### config.mk
export PLATFORM = sky130hd
export DESIGN_NAME = mux_sel_sequencer
export DESIGN_NICKNAME = d
export VERILOG_FILES = /design/src/rtl/mux_sel_sequencer_pkg.sv /design/src/rtl/mux_sel_sequencer_settle_timer.sv /design/src/rtl/mux_sel_sequencer.sv
export SDC_FILE = /design/constraint.sdc
export NUM_CORES = 1
export LEC_CHECK = 0
export ABC_AREA = 1
export BUFFER_PORTS_ARGS = -buffer_cell sky130_fd_sc_hd__buf_2
export CORE_ASPECT_RATIO = 1.1
export CORE_MARGIN = 2
export CORE_UTILIZATION = 54
export DETAILED_ROUTE_END_ITERATION = 12
export PLACE_DENSITY = 0.82
export SLEW_MARGIN = 20
export SYNTH_ARGS = -nofsm -noshare
export SYNTH_HDL_FRONTEND = slang
export SYNTH_SLANG_ARGS = --single-unit
### constraint.sdc
create_clock -name clk -period 4.1 [get_ports clk]
set_input_delay 0.41 -clock clk [delete_from_list [all_inputs] [get_ports clk]]
set_output_delay 0.41 -clock clk [all_outputs]
set_load 0.01 [all_outputs]
### src/rtl/mux_sel_sequencer_pkg.sv
// Shared state encoding and default geometry for the mux select sequencer.
package mux_sel_sequencer_pkg;

  localparam int DEF_WIDTH = 8;
  localparam int DEF_SEL_W = 3;
  localparam int DEF_DIV   = 4;

  typedef enum logic [1:0] {
    SEQ_IDLE   = 2'd0,
    SEQ_SETTLE = 2'd1,
    SEQ_SAMPLE = 2'd2,
    SEQ_DONE   = 2'd3
  } seq_state_t;

endpackage

### src/rtl/mux_sel_sequencer_settle_timer.sv
// Settle window timer: loads DIV-1 on start, counts down, and pulses expire
// in the last cycle of the window (so the window is exactly DIV cycles).
module settle_timer #(
  parameter int DIV = 4
) (
  input  logic clk,
  input  logic rst,
  input  logic start,
  output logic expire
);

  localparam int CNT_W = $clog2(DIV) + 1;
  localparam logic [CNT_W-1:0] LOAD_VAL = CNT_W'(DIV - 1);
  localparam logic [CNT_W-1:0] ONE      = CNT_W'(1);

  logic [CNT_W-1:0] cnt;
  logic             running;

  always_ff @(posedge clk) begin
    if (rst) begin
      cnt     <= '0;
      running <= 1'b0;
    end else if (start) begin
      cnt     <= LOAD_VAL;
      running <= 1'b1;
    end else if (running) begin
      if (cnt == '0) begin
        running <= 1'b0;
      end else begin
        cnt <= cnt - ONE;
      end
    end
  end

  assign expire = running && (cnt == '0);

endmodule

### src/rtl/mux_sel_sequencer.sv
// Drives a WIDTH-to-1 mux with a held word, walks the select lines, samples
// the mux output after each settle window and streams the samples out.
module mux_sel_sequencer
  import mux_sel_sequencer_pkg::*;
#(
  parameter int WIDTH = DEF_WIDTH,
  parameter int SEL_W = DEF_SEL_W,
  parameter int DIV   = DEF_DIV
) (
  input  logic             clk,
  input  logic             rst,
  input  logic             load_valid,
  input  logic [WIDTH-1:0] load_data,
  output logic             load_ready,
  output logic [WIDTH-1:0] i_out,
  output logic [SEL_W-1:0] s_out,
  input  logic             y_in,
  output logic             bit_valid,
  output logic             bit_out,
  output logic             frame_done,
  output logic             busy,
  output logic             err
);

  localparam logic [SEL_W-1:0] SEL_LAST = SEL_W'(WIDTH - 1);
  localparam logic [SEL_W-1:0] SEL_ONE  = SEL_W'(1);

  seq_state_t       state, state_nxt;
  logic [WIDTH-1:0] i_nxt;
  logic [SEL_W-1:0] s_nxt;
  logic             load_ready_nxt, bit_valid_nxt, bit_out_nxt;
  logic             frame_done_nxt, busy_nxt, err_nxt;
  logic             timer_start, timer_expire;

  settle_timer #(.DIV(DIV)) u_timer (
    .clk    (clk),
    .rst    (rst),
    .start  (timer_start),
    .expire (timer_expire)
  );

  always_ff @(posedge clk) begin
    if (rst) begin
      state      <= SEQ_IDLE;
      load_ready <= 1'b1;
      i_out      <= '0;
      s_out      <= '0;
      bit_valid  <= 1'b0;
      bit_out    <= 1'b0;
      frame_done <= 1'b0;
      busy       <= 1'b0;
      err        <= 1'b0;
    end else begin
      state      <= state_nxt;
      load_ready <= load_ready_nxt;
      i_out      <= i_nxt;
      s_out      <= s_nxt;
      bit_valid  <= bit_valid_nxt;
      bit_out    <= bit_out_nxt;
      frame_done <= frame_done_nxt;
      busy       <= busy_nxt;
      err        <= err_nxt;
    end
  end

  always_comb begin
    state_nxt      = state;
    load_ready_nxt = load_ready;
    i_nxt          = i_out;
    s_nxt          = s_out;
    bit_valid_nxt  = 1'b0;
    bit_out_nxt    = bit_out;
    frame_done_nxt = 1'b0;
    busy_nxt       = busy;
    err_nxt        = err;
    timer_start    = 1'b0;

    case (state)
      SEQ_IDLE: begin
        load_ready_nxt = 1'b1;
        if (load_valid && load_ready) begin
          i_nxt          = load_data;
          s_nxt          = '0;
          err_nxt        = 1'b0;
          busy_nxt       = 1'b1;
          load_ready_nxt = 1'b0;
          timer_start    = 1'b1;
          state_nxt      = SEQ_SETTLE;
        end
      end
      SEQ_SETTLE: begin
        if (timer_expire) state_nxt = SEQ_SAMPLE;
      end
      SEQ_SAMPLE: begin
        bit_out_nxt   = y_in;
        bit_valid_nxt = 1'b1;
        if (y_in != i_out[s_out]) err_nxt = 1'b1;
        if (s_out == SEL_LAST) begin
          state_nxt = SEQ_DONE;
        end else begin
          s_nxt       = s_out + SEL_ONE;
          timer_start = 1'b1;
          state_nxt   = SEQ_SETTLE;
        end
      end
      SEQ_DONE: begin
        frame_done_nxt = 1'b1;
        busy_nxt       = 1'b0;
        load_ready_nxt = 1'b1;
        s_nxt          = '0;
        state_nxt      = SEQ_IDLE;
      end
      default: state_nxt = SEQ_IDLE;
    endcase
  end

endmodule

==> metrics.md, run 1 <==
| Metric | Value |
|---|---|
| P_leak | `0.6401 nW` |
| CORE AREA | `1957 µm²` |
| Max Slew Vio Count | `0` |
| Vias/cell | `5.078` |
| Period minus WS final | `1.583 ns` |
| # resized after CTS | `0` |
| CP required | `4.31 ns` |
| Peak Freq | `631.9 MHz` |
| Synthesis-stage register bit count | `23` |
| Commonest non-fill, non-tap cell in the layout | `nand2_1` |
| Max Cap Violations | `0` |
| CP arrival | `1.79 ns` |
| Critical path class | `register to register` |
| Vias after detailed routing | `1,036` |
| Run status | `finished, final reports clean` |
| 1st-pass router iterations | `4` |
| Vias in the first global route | `967` |
| CTS clk-pin slew, worst paths | `0.13 ns` |
| Clock buffer depth | `2` |
| Htree depth | `1` |
| Crit. End Element | `register` |
| Clock root buffer | `clkbuf_4` |
| Worst r2r src | `state[0]$_SDFFE_PP0P_` |
| Total grt overflow | `0` |
| Reg2reg end | `u_timer.cnt[1]$_SDFFE_PP0P_` |
| Slowest CP cell | `dfxtp_1` |
| Routed WL | `2188 µm` |
| HP Class | `primary input to register` |
| Hold depth | `3` |
| Flop2flop setup slack | `2.52 ns` |
| Die area | `2406 µm²` |
| Hold path start | `y_in` |
| Synth Net Count | `167` |
| Hold endpoint | `bit_out$_SDFFE_PP0N_` |
| Hold violation count in the final report | `0` |
| Chip width | `46.96 µm` |
| # rows | `17` |
| Setup TNS after final layout | `0 ns` |
| Worst Tran Pin Value | `0.3283 ns` |
| Routed len/inst | `10.73 µm` |
| DP Worst Slack | `2.541 ns` |
| Post-synthesis cell type count | `20` |
| Post-CTS setup buffer count | `0` |
| Final Cycle Share | `38.60%` |
| Total placed cells including tap cells | `200` |
| Antenna viol nets, final | `0` |
| # IOs | `29` |
| CTS Buf Count | `3` |
| Fin cells | `204` |
| # DRC | `0` |
| Commonest non-fill, non-tap cells in the layout | `nand2_1, buf_2, dfxtp_1` |
| CTS Hold Bufs | `0` |
| Initial antenna violation count | `0` |
| Placed cell area | `1259 µm²` |
| Largest fanout on the critical path | `19` |
| Initial cell density of the core | `56.01%` |
| Syn avg cell area | `7.456 µm²` |
| Port Buffers | `28` |
| RSZ-0062 raised after global routing | `no` |
| Cells on worst reg2reg path | `6` |
| Die outline height | `51.25 µm` |
| Relative slew slack | `78.09%` |
| Fin worst setup slack | `2.517 ns` |
| Number of setup violations in the final report | `0` |
| Post-synth design cell area | `1096 µm²` |
| Maximum number of pins on one net before global-route repair | `20` |
| Dpl hpwl | `1736 µm` |
| Clock Latency Late Sink | `0.32 ns` |
| Post-Syn Instances | `147` |
| Clock sink total | `23` |
| Synth-to-Final Area Change | `17.35%` |
| Critical Path Start Type | `register` |
| PwrDens | `641.6 nW/µm²` |
| Initial DRC count | `13` |
| CTS tree | `built` |
| Tot GR Track Use | `21.64%` |
| Delay of the slowest critical-path stage | `0.43 ns` |
| Register area share after synthesis | `42.01%` |
| # diodes | `0` |
| Layout cell share with drive strength beyond 1 | `24.43%` |
| Crit-path cells | `inv_1, ha_1, nand3_2, nand2_2, a211oi_1, nor2_1` |
| Final GP Congestion | `0.8156` |
| Nets | `197` |
| Maximum vdd ir drop | `0.4417 mV` |
| Final clock skew | `0.01068 ns` |
| Synth warnings | `0` |
| Final Cell Area | `1286 µm²` |
| First-pass GRT wire length | `3788 µm` |
## cells in the mapped netlist (all sizes together)
| library cell | number | area (µm²) |
|---|---|---|
| nor3 | 2 | 21.27 |
| a21oi | 18 | 97.60 |
| nand3 | 9 | 50.05 |
| or2 | 1 | 8.760 |
| a221oi | 1 | 8.760 |
| inv | 24 | 90.09 |
| ha | 8 | 100.1 |
| a211oi | 2 | 15.01 |
| nand2 | 33 | 126.4 |
| buf | 1 | 5.000 |
| xor2 | 1 | 8.760 |
| nor2 | 11 | 41.29 |
| dfxtp | 23 | 460.4 |
| clkbuf | 2 | 7.510 |
| o21ai | 11 | 55.05 |
## power by group
part	total (mW)	internal [mW]	switching [mW]
Combinational	0.383	0.144	0.239
Clock	0.106	0.0366	0.0697
Sequential	0.336	0.292	0.0438
## stage by stage
step           hold WS (ns)  total power, mW  util (%)
2_1_floorplan        0.4390           0.6162         -
3_3_place_gp         0.4425           0.6996     64.32
3_5_place_dp         0.4474           0.7256     64.32
4_1_cts              0.3365           0.8315     65.73
5_1_grt              0.3574           0.9082     65.73
6_report             0.3378           0.8252     65.73
## logic make-up after synthesis
family	Yosys count	share of synthesized area [%]
AO/OA/AOI/OAI	32	16.10
XOR/XNOR	1	0.7992
adder cells (fa/ha/maj)	8	9.133
buffers and inverters	27	9.361
flip-flops	23	42.01
AND/OR/NAND/NOR	56	22.60
## routing by layer
layer / vias to the layer above / GRT usage, % / routed length (µm)
li1: 525 / - / -
met1: 469 / 23.03 / 945
met2: 30 / 37.67 / 1069
met3: 12 / 3.180 / 73
met4: 0 / 13.89 / 99
met5: - / 0 / 0
## layout make-up
cell class	instances	area [µm²]
well taps	28	35.03
multi-input cells	97	533.0
inverters	24	90.09
fillers	180	670.6
repair buffers	28	140.1
clock buffers	3	22.52
clock inverters	1	5.005
flip-flops and latches	23	460.4
## worst max-delay path, delay by kind of cell (launching register included)
family	cells	cell delay, ns
AOI/OAI and AO/OA	1	0.24
adders and majority gates	1	0.24
buffers and inverters	1	0.09
DFF	1	0.43
and+or+nand+nor	3	0.48
## worst max-delay path by stage
stage,depth (start not counted),slack [ns],end,from
3_5_place_dp,6,2.54,u_timer.cnt[1]$_SDFFE_PP0P_,state[0]$_SDFFE_PP0P_
5_1_grt,6,2.34,u_timer.cnt[1]$_SDFFE_PP0P_,state[0]$_SDFFE_PP0P_
3_3_place_gp,6,2.66,u_timer.cnt[1]$_SDFFE_PP0P_,state[0]$_SDFFE_PP0P_
2_1_floorplan,6,2.70,s_out[0]$_SDFFE_PP0P_,s_out[0]$_SDFFE_PP0P_
4_1_cts,6,2.51,u_timer.cnt[1]$_SDFFE_PP0P_,state[0]$_SDFFE_PP0P_
6_report,6,2.52,u_timer.cnt[1]$_SDFFE_PP0P_,state[0]$_SDFFE_PP0P_
## sequential cells by signal, summed over array words and instances, names as in the netlist
register and flops:
busy 1, load_ready 1, i_out 8, bit_valid 1, s_out 3, err 1
bit_out 1, u_timer.cnt 3, state 2, frame_done 1, u_timer.running 1
(Power assumes the default switching activity.)
==> inputs of run 2 (changes only) <==
--- a/config.mk
+++ b/config.mk
@@ -9,9 +9,9 @@
 export BUFFER_PORTS_ARGS = -buffer_cell sky130_fd_sc_hd__buf_2
 export CORE_ASPECT_RATIO = 1.1
 export CORE_MARGIN = 2
-export CORE_UTILIZATION = 54
+export CORE_UTILIZATION = 51
 export DETAILED_ROUTE_END_ITERATION = 12
-export PLACE_DENSITY = 0.82
+export PLACE_DENSITY = 0.78
 export SLEW_MARGIN = 20
 export SYNTH_ARGS = -nofsm -noshare
 export SYNTH_HDL_FRONTEND = slang
==> constraint.sdc (replaced) <==
create_clock -name clk -period 1.6 [get_ports clk]
set_input_delay 0.16 -clock clk [delete_from_list [all_inputs] [get_ports clk]]
set_output_delay 0.16 -clock clk [all_outputs]
set_load 0.01 [all_outputs]
==> run 2 against run 1 <==
Net effect:
- register-to-register slack lost 2.4 ns
- wire length grew 4.7%
- largest power group unchanged
- flip-flop and latch count stayed put
- sequential power rose to 2.6 times the previous value
- non-clock buffer count grew 2
- die area is 5.4% higher
- clock skew shrank 0.0052 ns
- utilization down 1.1 points
- combinational power grew to 2.6 times the previous value
- total power grew to 2.6 times the previous value
- via count grew 0.68%
==> metrics.md, run 2 (synthesis results as in run 1) <==
| Metric | Value |
|---|---|
| Run status | `finished, final reports clean` |
| Met3 wire length | `144 µm (+97%)` |
| Fin cells | `206 (+0.98%)` |
| Htree depth | `1 (unchanged)` |
| Top Layer Used | `met4` |
| Commonest non-fill, non-tap cell in the layout | `nand2_1` |
| Maximum vdd ir drop | `0.9084 mV (+110%)` |
| # IOs | `29 (unchanged)` |
| Metal2 WL | `1239 µm (+16%)` |
| CP arrival | `1.68 ns (-0.11 ns)` |
| Max FFs per register | `8 (unchanged)` |
| Hold endpoint | `bit_out$_SDFFE_PP0N_` |
| Hold violation count in the final report | `0 (unchanged)` |
| DP Worst Slack | `0.1316 ns (-2.409 ns)` |
| RSZ-0062 raised after global routing | `no` |
| Initial antenna violation count | `0 (unchanged)` |
| HP Class | `primary input to register` |
| Routed len/inst | `11.12 µm (+3.7%)` |
| Hold path start | `y_in` |
| CTS clk-pin slew, worst paths | `0.12 ns (about the same)` |
| Tot GR Track Use | `20.72% (-0.92 points)` |
| Synth-to-Final Area Change | `19.06%` |
| Vias/cell | `5.063 (-0.30%)` |
| Period minus WS final | `1.480 ns (-0.1021 ns)` |
| Initial cell density of the core | `54.24% (-1.8 points)` |
| Max Slew Vio Count | `0 (unchanged)` |
| Dpl hpwl | `1791 µm (+3.2%)` |
| Worst r2r src | `state[1]$_SDFFE_PP0P_` |
| Die outline height | `52.62 µm (+2.7%)` |
| Clock sink total | `23 (unchanged)` |
| P_leak | `0.6464 nW (+0.99%)` |
| Crit. End Element | `register` |
| Worst Tran Pin Value | `0.2896 ns (-0.03876 ns)` |
| Top reg by flops | `i_out` |
| Max Cap Violations | `0 (unchanged)` |
| Hold depth | `3 (unchanged)` |
| Fin worst setup slack | `0.1196 ns (-2.398 ns)` |
| Vias in the first global route | `951 (-1.7%)` |
| Critical Path Start Type | `register` |
| Regs by FF count | `i_out x8, s_out x3, u_timer.cnt x3` |
| Final Cycle Share | `92.53% (+54 points)` |
| Die area | `2536 µm² (+5.4%)` |
| First-pass GRT wire length | `3739 µm (-1.3%)` |
| Post-CTS setup buffer count | `0 (unchanged)` |
| Flop2flop setup slack | `0.12 ns (-2.40 ns)` |
| Layout cell share with drive strength beyond 1 | `26.40% (+2.0 points)` |
| Relative slew slack | `80.67% (+2.6 points)` |
| Clock buffer depth | `2 (unchanged)` |
| PwrDens | `1626 nW/µm² (+150%)` |
| Peak Freq | `675.5 MHz (+6.9%)` |
| Metal-1 WL | `880 µm (-6.9%)` |
| CTS Buf Count | `3 (unchanged)` |
| Chip width | `48.20 µm (+2.7%)` |
| Largest fanout on the critical path | `10 (-9)` |
| Commonest non-fill, non-tap cells in the layout | `nand2_1, buf_2, dfxtp_1` |
| Final clock skew | `0.005456 ns (-0.005220 ns)` |
| Maximum number of pins on one net before global-route repair | `14 (-30%)` |
| Total placed cells including tap cells | `202 (+1.0%)` |
| Reg2reg end | `i_out[5]$_SDFFE_PP0P_` |
| Final core occ | `64.58% (-1.1 points)` |
| CTS Hold Bufs | `0 (unchanged)` |
| 1st-pass router iterations | `5 (+1)` |
| Initial DRC count | `22 (+9)` |
| Worst slack on hold paths | `0.1131 ns (-0.2246 ns)` |
| Total grt overflow | `0 (unchanged)` |
| # rows | `17 (unchanged)` |
| Routed WL | `2291 µm (+4.7%)` |
| Port Buffers | `28 (unchanged)` |
| Critical path class | `register to register` |
| Final GP Congestion | `0.8234 (+0.96%)` |
| Cells on worst reg2reg path | `6 (unchanged)` |
| Nets | `199 (+1.0%)` |
| Antenna viol nets, final | `0 (unchanged)` |
| CTS tree | `built` |
| Setup TNS after final layout | `0 ns (unchanged)` |
| Clock Latency Late Sink | `0.30 ns (-0.02 ns)` |
| Vias after detailed routing | `1,043 (+0.68%)` |
| Clock root buffer | `clkbuf_4` |
| Number of setup violations in the final report | `0 (unchanged)` |
| # diodes | `0 (unchanged)` |
| CORE AREA | `2021 µm² (+3.3%)` |
| CP required | `1.80 ns (-2.51 ns)` |
| # DRC | `0 (unchanged)` |
==> run 2: cell types whose count changed in the layout (fill, tap and decap cells not counted), sizes merged <==
cell and change:
clkinv -1, buf +2, clkbuf +1
==> run 2: worst max path at each step <==
stage	depth (start not counted)	slack [ns]	to	startpoint
after floorplan	6	0.20	s_out[0]$_SDFFE_PP0P_	s_out[0]$_SDFFE_PP0P_
after global placement	6	0.20	s_out[0]$_SDFFE_PP0P_	s_out[1]$_SDFFE_PP0P_
after detailed placement	7	0.13	s_out[0]$_SDFFE_PP0P_	state[0]$_SDFFE_PP0P_
after CTS	7	0.06	s_out[0]$_SDFFE_PP0P_	state[0]$_SDFFE_PP0P_
after global routing	7	0.005	state[0]$_SDFFE_PP0P_	state[1]$_SDFFE_PP0P_
final	6	0.12	i_out[5]$_SDFFE_PP0P_	state[1]$_SDFFE_PP0P_
==> run 2: through the flow <==
| step | area, µm² | power, mW |
|---|---|---|
| 5_1_grt | 1305 | 2.345 |
| 3_3_place_gp | 1274 | 1.822 |
| 6_report | 1305 | 2.121 |
| 3_5_place_dp | 1274 | 1.870 |
| 2_1_floorplan | 1096 | 1.579 |
| 4_1_cts | 1300 | 2.129 |
==> run 2: critical path, stage by stage, from the launching register on <==
cell and delay, ns:
dfxtp_1 0.36, inv_1 0.11, ha_1 0.21, nand3_2 0.22, buf_4 0.24, o21ai_0 0.18
a21oi_1 0.06
==> run 2: repair_timing <==
action                                 4_1_cts  5_1_grt
resized for setup                            0        3
setup endpoints to repair                    0        5
endpoints found under the hold margin        0        0
==> run 2: routing by layer <==
| layer | vias to the layer above | global-route usage, % |
|---|---|---|
| met5 | - | 0 |
| met4 | 0 | 7.207 |
| met3 | 4 | 3.103 |
| met2 | 36 | 39.04 |
| met1 | 473 | 21.73 |
| li1 | 530 | - |
==> run 2: area by class of cell <==
cell class / count / area [µm²]
Inverter: 24 / 90.09
Multi-Input combinational cell: 97 / 535.5
Tap cell: 28 / 35.03
Sequential cell: 23 / 462.9
Timing Repair Buffer: 30 / 155.1
Fill cell: 183 / 715.7
Clock buffer: 4 / 26.28
==> run 2: power by group <==
part / internal, mW / total, mW / switching (mW) / leakage [nW]
clock network: 0.0971 / 0.259 / 0.162 / 0.0150
registers: 0.751 / 0.859 / 0.108 / 0.190
logic: 0.385 / 1.00 / 0.619 / 0.442
total: 1.23 / 2.12 / 0.889 / 0.646
